**src/rtl/mul_3_seq.sv**
```systemverilog
// rtl/mul_3_seq.sv - iterative shift-add multiplier, signed WIDTH-bit operand times constant FACTOR
// Define MUL_3_SEQ_SAT_EN to saturate the result on overflow; otherwise it wraps.
module mul_3_seq #(
  parameter int WIDTH    = 8,
  parameter int FACTOR   = 3,
  parameter int FACTOR_W = 4
) (
  input  logic             clk,
  input  logic             rst,
  input  logic             en,
  input  logic             start,
  input  logic [WIDTH-1:0] in,
  output logic             busy,
  output logic             done,
  output logic [WIDTH-1:0] out,
  output logic             ovf
);

  localparam int AW    = 2 * WIDTH;
  localparam int CNT_W = (FACTOR_W > 1) ? $clog2(FACTOR_W) : 1;
  localparam logic [FACTOR_W-1:0] FACTOR_V = FACTOR[FACTOR_W-1:0];
  localparam logic [CNT_W-1:0]    CNT_LAST = CNT_W'(FACTOR_W - 1);

  typedef enum logic {
    IDLE = 1'b0,
    BUSY = 1'b1
  } state_t;

  state_t              state_q, state_d;
  logic [AW-1:0]       mcand_q, mcand_d;
  logic [FACTOR_W-1:0] mreg_q, mreg_d;
  logic [AW-1:0]       acc_q, acc_d;
  logic [CNT_W-1:0]    cnt_q, cnt_d;
  logic [WIDTH-1:0]    out_q, out_d;
  logic                ovf_q, ovf_d;
  logic                done_q, done_d;

  logic [AW-1:0]       acc_nx;
  logic                ovf_nx;
  logic [WIDTH-1:0]    fit_nx;

  // The product fits in the top WIDTH+1 bits agreeing; any disagreement means
  // the value lies outside the signed WIDTH-bit range.
  always_comb begin
    acc_nx = acc_q + (mreg_q[0] ? mcand_q : '0);
    ovf_nx = !((&acc_nx[AW-1:WIDTH-1]) || !(|acc_nx[AW-1:WIDTH-1]));
`ifdef MUL_3_SEQ_SAT_EN
    if (ovf_nx) begin
      fit_nx = acc_nx[AW-1] ? {1'b1, {(WIDTH-1){1'b0}}} : {1'b0, {(WIDTH-1){1'b1}}};
    end else begin
      fit_nx = acc_nx[WIDTH-1:0];
    end
`else
    fit_nx = acc_nx[WIDTH-1:0];
`endif
  end

  always_comb begin
    state_d = state_q;
    mcand_d = mcand_q;
    mreg_d  = mreg_q;
    acc_d   = acc_q;
    cnt_d   = cnt_q;
    out_d   = out_q;
    ovf_d   = ovf_q;
    done_d  = 1'b0;
    if (en) begin
      case (state_q)
        IDLE: begin
          if (start) begin
            mcand_d = {{WIDTH{in[WIDTH-1]}}, in};
            mreg_d  = FACTOR_V;
            acc_d   = '0;
            cnt_d   = '0;
            state_d = BUSY;
          end
        end
        BUSY: begin
          mcand_d = mcand_q << 1;
          mreg_d  = mreg_q >> 1;
          cnt_d   = cnt_q + CNT_W'(1);
          if (cnt_q == CNT_LAST) begin
            out_d   = fit_nx;
            ovf_d   = ovf_nx;
            done_d  = 1'b1;
            state_d = IDLE;
          end else begin
            acc_d = acc_nx;
          end
        end
        default: state_d = IDLE;
      endcase
    end
  end

  always_ff @(posedge clk) begin
    if (!rst) begin
      state_q <= IDLE;
      mcand_q <= '0;
      mreg_q  <= '0;
      acc_q   <= '0;
      cnt_q   <= '0;
      out_q   <= '0;
      ovf_q   <= 1'b0;
      done_q  <= 1'b0;
    end else begin
      state_q <= state_d;
      mcand_q <= mcand_d;
      mreg_q  <= mreg_d;
      acc_q   <= acc_d;
      cnt_q   <= cnt_d;
      out_q   <= out_d;
      ovf_q   <= ovf_d;
      done_q  <= done_d;
    end
  end

  assign busy = (state_q == BUSY);
  assign done = done_q;
  assign out  = out_q;
  assign ovf  = ovf_q;

endmodule

```
**config.mk**
```make
export PLATFORM = sky130hd
export DESIGN_NAME = mul_3_seq
export DESIGN_NICKNAME = d
export VERILOG_FILES = /design/src/rtl/mul_3_seq.sv
export SDC_FILE = /design/constraint.sdc
export NUM_CORES = 1
export LEC_CHECK = 0
export ABC_AREA = 1
export BUFFER_PORTS_ARGS = -buffer_cell sky130_fd_sc_hd__buf_2
export CORE_UTILIZATION = 60
export DETAILED_ROUTE_END_ITERATION = 10
export PLACE_DENSITY = 0.86
export SETUP_SLACK_MARGIN = 0.5
export SYNTH_ARGS = -nofsm -noshare
export SYNTH_HDL_FRONTEND = slang
export SYNTH_SLANG_ARGS = --single-unit
```
**constraint.sdc**
```tcl
create_clock -name clk -period 3.1 [get_ports clk]
set_clock_uncertainty 0.1 [all_clocks]
set_input_delay 0.155 -clock clk [delete_from_list [all_inputs] [get_ports clk]]
set_output_delay 0.155 -clock clk [all_outputs]
set_load 0.02 [all_outputs]
```
==> impl_metrics.json <==
{
  "ys_seq_area_frac": 0.3156,
  "hold_class": "in2reg",
  "multi_input_area_um2": 1747,
  "power.leakage_nw": 1.748,
  "synth_cell_types": 29,
  "tns_ns": 0,
  "r2r_start": "mreg_q[0]",
  "cts_buffers": 5,
  "ys_warn_count": 0,
  "slew_headroom": 0.3427,
  "fillers": 427,
  "r2r_slack_ns": 0.69,
  "portBuffers": 22,
  "ir_worst_vdd_mv": 0.3601,
  "r2r_end": "ovf",
  "timing.hold.ws_ns": 0.007639,
  "gp_congestion": 0.9573,
  "critPathKind": "reg2reg",
  "cts_tree": "yes",
  "htree_levels": 2,
  "critPathArrivalTime_ns": 2.48,
  "synthFlopType": "dfxtp_1",
  "grt_use_total": 0.2871,
  "clock_sinks": 47,
  "worst_setup_path_start_kind": "flip-flop",
  "crit_required_ns": 3.17,
  "grt_pass1_wl_um": 11870,
  "synth_fp_nets": 492,
  "die_area_um2": 5256,
  "dp_hpwl_um": 5251,
  "synth_edf_count": 0,
  "outcome": "finished, final reports clean",
  "startpoint": "mreg_q[0]",
  "antenna_left": 0,
  "cp_max_fo": 17,
  "path_cells": "nand2_1, inv_1, ha_1, fa_2, nand3_1, nand3_1, nand2_1, nand2_2, xnor2_1, nand2_1, nor2_1, nand3_2, nand3_2, a21oi_2",
  "switching_power_mw": 0.3240,
  "routed_wl_um": 7034,
  "pwr-share-clk": 0.363,
  "crit_end": "ovf",
  "cts.path.max_buffers": 2,
  "async_flop_share": 0,
  "reg2regPathDepth": 14,
  "start_util": 0.6271,
  "fin_cells": 548,
  "fin_crit_ns": 2.411,
  "sequential_cell_area_um2": 944.7,
  "critPathSlowestCell": "dfxtp_4",
  "antenna_found_initial": 0,
  "p_per_area_nw_per_um2": 380.3,
  "syn_area_um2": 2982,
  "overflow": 0,
  "timing.critical_path.mode_cell": "nand2_1",
  "dr.pass1.iters": 5,
  "synth_cells": 463,
  "diodes": 0,
  "row_count": 25,
  "syn_area_per_cell_um2": 6.440,
  "max_cap_violations": 0,
  "clkTransAtPathRegs_ns": 0.09,
  "die_w_um": 72.50,
  "placed_cells": 540,
  "worstSkewPairLatency_ns": 0.30,
  "die_h_um": 72.50,
  "end_kind": "flip-flop",
  "setup-violations-final": 0,
  "rsz0062_at_grt": "false",
  "finalHoldViolCount": 0,
  "switching_share": 0.2616,
  "avgViaCountPerCell": 5.396,
  "core_um2": 4755,
  "p_int_mw": 0.9146,
  "slowest_delay_ns": 0.41,
  "wl_per_cell_um": 12.84,
  "final_nets": 509,
  "worst_pin_slew_ns": 0.9824,
  "clockRootBuffer": "clkbuf_8",
  "max_freq_ghz": 0.4147,
  "drv_slew": 0,
  "grt_start_max_net_pins": 34,
  "yosys_register_bits": 47,
  "drc": 0,
  "seq_power_share": 0.524,
  "area_growth_pct": 9.232,
  "comb_power_share": 0.113,
  "num_vias": 2957,
  "fin_crit_sh": 0.7778,
  "drive_above_1_share": 0.1268,
  "io_pins": 23,
  "drt-initial-drc-count": 196,
  "grt_pass1_vias": 2705
}
==> cell usage after synthesis, types with 2 or more instances <==
| cell | n | area, um^2 |
|---|---|---|
| inv_2 | 3 | 11.26 |
| nand2_2 | 10 | 62.56 |
| nand2_1 | 167 | 626.9 |
| nand3_2 | 5 | 50.05 |
| inv_1 | 61 | 229.0 |
| nand4_1 | 4 | 25.02 |
| ha_1 | 16 | 200.2 |
| nor2_1 | 17 | 63.81 |
| xnor2_1 | 3 | 26.28 |
| nand3_1 | 20 | 100.1 |
| nor2_2 | 5 | 31.28 |
| a21oi_1 | 27 | 135.1 |
| dfxtp_1 | 47 | 940.9 |
| a211oi_1 | 2 | 15.01 |
| and2_1 | 2 | 12.51 |
| buf_2 | 3 | 15.01 |
| xor2_1 | 7 | 61.31 |
| o21bai_1 | 4 | 30.03 |
| a21oi_2 | 3 | 26.28 |
| a31oi_1 | 15 | 93.84 |
| o21ai_0 | 25 | 125.1 |
| clkbuf_1 | 10 | 37.54 |
==> registers in the layout (all words and copies together), names as in the netlist <==
signal and count:
cnt_q 2, mreg_q 2, done 1, ovf 1, acc_q 16, mcand_q 16, busy 1, out 8
==> area by class of cell <==
class	instances	share of cell area
Inverter	65	0.07491
Tap cell	67	0.02574
Sequential cell	47	0.2901
Clock buffer	5	0.02113
Multi-Input combinational cell	337	0.5363
Clock inverter	3	0.01345
Timing Repair Buffer	24	0.03842
==> per-stage QoR <==
| stage | power (mW) | worst slack (ns) | util | area [um^2] |
|---|---|---|---|---|
| after floorplan | 0.7607 | 0.6542 | - | 2982 |
| after global placement | 0.7950 | 0.6723 | 0.6584 | 3131 |
| after detailed placement | 0.7988 | 0.5598 | 0.6584 | 3131 |
| after CTS | 1.240 | 0.5177 | 0.6821 | 3243 |
| after global routing | 1.290 | 0.5413 | 0.6850 | 3257 |
| final | 1.239 | 0.6889 | 0.6850 | 3257 |
==> cells in the final DEF, fill, tap and decap left out, drive strengths merged, types with 2 or more instances in the layout <==
cell    synthesis  layout
nand3          25      25
nand4           4       4
xor2            7       7
ha             16      16
xnor2           3       3
nand2         177     177
dfxtp          47      47
o21ai          25      25
nor2           22      22
clkinv          1       3
a21oi          30      30
clkbuf         10       5
a31oi          15      15
o21bai          4       4
and2            2       2
a211oi          2       2
buf             4      24
inv            64      64
==> cell families (layout without fill, tap and decap cells) <==
group                    Yosys count  after routing  share of synthesized area
AND/OR/NAND/NOR                  231            231                     0.3282
AO/OA/AOI/OAI                     79             79                     0.1511
buffers and inverters             79             97                     0.1020
adder cells (fa/ha/maj)           17             17                    0.07386
flip-flops                        47             47                     0.3156
XOR/XNOR                          10             10                    0.02938
==> worst min-delay path by stage <==
stage                     startpoint           to  slack, ns  cells after the start
after floorplan                  rst  mcand_q[10]       0.19                      2
after global placement         in[5]   mcand_q[5]       0.32                      3
after detailed placement       in[5]   mcand_q[5]       0.33                      3
after CTS                      in[5]   mcand_q[5]      0.003                      3
after global routing           in[3]   mcand_q[3]       0.01                      3
final                          in[3]   mcand_q[3]      0.008                      3
==> metal layers <==
| layer | part of all wire | routed length, um | up-vias | track usage |
|---|---|---|---|---|
| li1 | - | - | 1505 | - |
| met1 | 0.48 | 3392 | 1354 | 0.3917 |
| met2 | 0.46 | 3243 | 83 | 0.4694 |
| met3 | 0.039 | 272 | 15 | 0.04722 |
| met5 | 0 | 0 | - | 0 |
| met4 | 0.018 | 125 | 0 | 0.07843 |
==> power by group through the flow <==
| stage | Clock, mW | Sequential, mW | Combinational, mW |
|---|---|---|---|
| after global placement | 0 | 0.662 | 0.133 |
| after CTS | 0.454 | 0.649 | 0.137 |
| after floorplan | 0 | 0.653 | 0.107 |
| final | 0.449 | 0.650 | 0.140 |
| after global routing | 0.479 | 0.654 | 0.158 |
| after detailed placement | 0 | 0.663 | 0.136 |
==> critical path: cells and delay by family (launching register included) <==
family	cells	cell delay, ns
compound gates	1	0.05
xor+xnor	1	0.17
fa+ha+maj	2	0.62
buf+inv	1	0.04
flops	1	0.41
simple gates	9	0.90
==> repair_timing <==
item | in CTS | in global routing
buffers inserted | 0 | 0
endpoints found under the setup margin | 0 | 6
hold buffers | 0 | 0
resized for setup | 0 | 4
No activity file was read; power rests on OpenSTA's default activity.
